File: src/rtl/ttl_sr_latch_sync.sv
// Clocked array of NOR-type S/R latches (7402/74279 style) with OR-ed multi-input set/reset,
// deterministic S=R=1 release handling and a configurable output delay pipeline.
module ttl_sr_latch_sync #(
    parameter int unsigned BLOCKS   = 4,
    parameter int unsigned WIDTH_IN = 2,
    parameter int unsigned LATENCY  = 1
) (
    input  logic                         Clk,
    input  logic                         Clear,
    input  logic                         Enable,
    input  logic [BLOCKS*WIDTH_IN-1:0]   S_2D,
    input  logic [BLOCKS*WIDTH_IN-1:0]   R_2D,
    output logic [BLOCKS-1:0]            Q,
    output logic [BLOCKS-1:0]            Q_bar,
    output logic [BLOCKS-1:0]            Invalid
);

    localparam int unsigned W = 3 * BLOCKS;
    localparam logic [W-1:0] RST_WORD = {{BLOCKS{1'b0}}, {BLOCKS{1'b1}}, {BLOCKS{1'b0}}};

    typedef enum logic [1:0] {StReset, StSet, StBoth, StInvalid} state_t;

    if (LATENCY == 0 || LATENCY > 4) begin : g_bad_latency
        $error("ttl_sr_latch_sync: LATENCY must be in 1..4");
    end

    logic [BLOCKS-1:0] q0, qb0, inv0;

    for (genvar i = 0; i < BLOCKS; i++) begin : g_blk
        logic [WIDTH_IN-1:0] s_vec, r_vec;
        logic                s, r;
        logic                q_b, qb_b, inv_b;
        state_t              state_q, state_d;

        for (genvar j = 0; j < WIDTH_IN; j++) begin : g_in
            assign s_vec[j] = S_2D[j*BLOCKS+i];
            assign r_vec[j] = R_2D[j*BLOCKS+i];
        end

        assign s = |s_vec;
        assign r = |r_vec;

        // Unknown s/r propagates as an unknown state rather than being resolved silently.
        always_comb begin
            state_d = state_q;
            if (Enable) begin
                case ({s, r})
                    2'b10:   state_d = StSet;
                    2'b01:   state_d = StReset;
                    2'b11:   state_d = StBoth;
                    2'b00:   if (state_q == StBoth) state_d = StInvalid;
                    default: state_d = state_t'(2'bxx);
                endcase
            end
        end

        always_ff @(posedge Clk) begin
            if (Clear) state_q <= StReset;
            else       state_q <= state_d;
        end

        always_comb begin
            q_b   = 1'b0;
            qb_b  = 1'b1;
            inv_b = 1'b0;
            case (state_q)
                StSet: begin
                    q_b  = 1'b1;
                    qb_b = 1'b0;
                end
                StBoth:    qb_b  = 1'b0;
                StInvalid: inv_b = 1'b1;
                default: ;
            endcase
        end

        assign q0[i]   = q_b;
        assign qb0[i]  = qb_b;
        assign inv0[i] = inv_b;
    end

    if (LATENCY <= 1) begin : g_direct
        assign {Q, Q_bar, Invalid} = {q0, qb0, inv0};
    end else begin : g_pipe
        logic [W-1:0] stg [LATENCY-1];

        for (genvar k = 0; k < LATENCY - 1; k++) begin : g_stage
            always_ff @(posedge Clk) begin
                if (Clear) begin
                    stg[k] <= RST_WORD;
                end else begin
                    if (k == 0) stg[k] <= {q0, qb0, inv0};
                    else        stg[k] <= stg[(k == 0) ? 0 : k-1];
                end
            end
        end

        assign {Q, Q_bar, Invalid} = stg[LATENCY-2];
    end

endmodule

File: config.mk
export PLATFORM = sky130hd
export DESIGN_NAME = ttl_sr_latch_sync
export DESIGN_NICKNAME = d
export VERILOG_FILES = /design/src/rtl/ttl_sr_latch_sync.sv
export SDC_FILE = /design/constraint.sdc
export NUM_CORES = 1
export LEC_CHECK = 0
export CAP_MARGIN = 5
export CORE_MARGIN = 2
export CORE_UTILIZATION = 40
export DETAILED_ROUTE_END_ITERATION = 7
export HOLD_SLACK_MARGIN = 0.03
export PLACE_DENSITY = 0.82
export SLEW_MARGIN = 20
export SYNTH_ARGS = -nofsm -noshare
export SYNTH_HDL_FRONTEND = slang
export SYNTH_SLANG_ARGS = --single-unit
File: constraint.sdc
create_clock -name Clk -period 3.2 [get_ports Clk]
set_input_delay 0.48 -clock Clk [delete_from_list [all_inputs] [get_ports Clk]]
set_output_delay 0.48 -clock Clk [all_outputs]
set_load 0.005 [all_outputs]
==> flow_metrics.tcl <==
set metrics [dict create \
    drt_pass1_iterations 4 \
    power_uw 261.5 \
    syn_nets 114 \
    drive_above_1_share 0.1134 \
    die_y_um 46.52 \
    tns_ps 0 \
    min_period_ps 1921 \
    drc_errors 0 \
    grt_pass1_vias 493 \
    worstPathRequired_ps 2720 \
    synth_area_per_cell_um2 9.154 \
    outcome "finished clean" \
    grt_pass1_wl_mm 1.849 \
    row_count 15 \
    routed_wl_mm 1.154 \
    grt_max_degree 17 \
    ys_ff_latch 8 \
    pwr-share-seq 0.432 \
    hold_class "reg2reg" \
    largestRegisters "g_blk.state_q: 8 flops" \
    areaGrowthSynthToFinish_pct 31.66 \
    final_max_slew_viol_count 0 \
    htree_num_levels 1 \
    drt_iter0_markers 6 \
    die-area_mm2 0.002164 \
    finish.utilization 0.5575 \
    slowest_delay_ps 490 \
    top_register "g_blk.state_q" \
    cp-start-kind "flip-flop" \
    period_share 0.6002 \
    vias_per_cell 4.549 \
    worst_pin_slew_ps 560.9 \
    clock_latency_ps 240 \
    place_hpwl_um 954 \
    grt-ovfl-total 0 \
    switching_power_uw 63.31 \
    fin_nets 134 \
    p_per_area_mw_per_mm2 274.6 \
    syn_area_um2 723.2 \
    antenna_left 0 \
    initial_core_util 0.4234 \
    yosysWarnings 0 \
    cts_hold_buf 0 \
    end_kind "output port" \
    pin_count 31 \
    internal-power_uw 198.1 \
    grt_usage 0.1183 \
    largest_register_ffs 8 \
    place_congestion 0.7411 \
    avgRoutedWirePerCell_um 9.459 \
    slowest_stage "clkdlybuf4s50_1" \
    port_buffers 30 \
    die_x_um 46.52 \
    grt_antenna_before_repair 0 \
    n_fill_cell 157 \
    seqCellArea_um2 160.2 \
    cp_max_fo 3 \
    numCtsBuffers 3 \
    relSlewSlack 0.6249 \
    antenna_cells 0 \
    drv_cap 0 \
    clock_path_buffers 2 \
    setup.worst_path.class "reg2out" \
    hold_viol_final 0 \
    hold_depth 2 \
    vias 555 \
    peakVddDrop_mv 0.1432 \
    rsz0062_at_grt "no" \
    post_cts_resized 0 \
    fmax_mhz 520.7 \
    synth_cell_types 15 \
    cts_root_buffer "clkbuf_4" \
    p_clk_frac 0.282 \
    core-area_mm2 0.001708 \
    clk_pin_slew_ps 50 \
    worstPathArrival_ps 1440 \
    r2r_cells 5 \
    seq_area_frac_synth 0.2215 \
    setup_viol 0 \
    finClkSkew_ps 0.08163 \
    post_cts_buffers 0 \
    pwr-share-comb 0.286 \
    cts_tree "built" \
    synthCells 79 \
    swShare 0.2421 \
    leakagePower_uw 0.0004037 \
    path_cells "inv_1 > ha_1 > clkdlybuf4s50_1" \
    multiInputGateArea_um2 407.9 \
    cts_sinks 8 \
]
==> routing by layer <==
metal	GRT usage	routed length, um	vias to the layer above
li1	-	-	286
met1	0.1197	489	249
met2	0.2167	590	20
met3	0.03922	73	0
met4	0.05143	0	0
met5	0	0	-
==> cell usage in the layout (no fill, tap or decap) <==
cell type,n
clkdlybuf4s50_1,30
ha_1,16
nor2_1,8
inv_1,8
dfxtp_1,8
a21oi_1,6
a311oi_1,4
nand3_1,4
a21o_2,4
clkbuf_4,3
nand2b_4,2
a21oi_2,2
nand2b_1,2
==> cell type report <==
type / instances / area share
tap: 25 / 0.03285
inverter: 8 / 0.03154
clock buffer: 3 / 0.02365
timing repair buffer: 30 / 0.3154
multi-input combinational: 48 / 0.4284
sequential: 8 / 0.1682
==> metrics by stage <==
step | hold WS (ps) | worst slack [ps] | instances | area, um^2
detailed placement | 551.5 | 1364 | 119 | 929.6
global route | 579.6 | 1204 | 122 | 952.2
CTS | 558.9 | 1262 | 122 | 952.2
global placement | 533.1 | 1471 | 119 | 929.6
finish | 551.6 | 1279 | 122 | 952.2
floorplan | 511.5 | 1933 | 79 | 723.2
==> power groups by stage <==
stage                     logic, uW  registers [uW]  clock network [uW]
after floorplan                47.2             113                   0
after CTS                      75.9             113                77.8
after global routing           82.9             114                83.1
after global placement         73.2             115                   0
after detailed placement       75.2             115                   0
final                          74.7             113                73.7
==> cells in the mapped netlist (all sizes together) <==
master  number  area [um^2]
a21o         4        35.03
a21oi        8        47.55
a311oi       4        35.03
buf         15        125.1
dfxtp        8        160.2
ha          16        200.2
inv          8        30.03
nand2b       4        40.04
nand3        4        20.02
nor2         8        30.03
==> worst paths after layout <==
check	slack, ps	end	from
max	1280	Q_bar[1]	g_blk[1].state_q[0]
min	550	g_blk[3].state_q[1]	g_blk[3].state_q[1]
max reg2reg	1950	g_blk[1].state_q[0]	g_blk[1].state_q[0]
min reg2reg	550	g_blk[3].state_q[1]	g_blk[3].state_q[1]
==> critical path: cells and delay by family, from the launching register on <==
kind | cells | cell delay (ps)
flops | 1 | 360
fa+ha+maj | 1 | 270
buf+inv | 2 | 570
==> logic make-up after synthesis <==
logic type / count (synthesis) / share of synthesized area
buf+inv: 23 / 0.2145
compound gates: 16 / 0.1626
fa+ha+maj: 16 / 0.2768
simple gates: 16 / 0.1246
flops: 8 / 0.2214
Power figures use the tool's default switching activity.
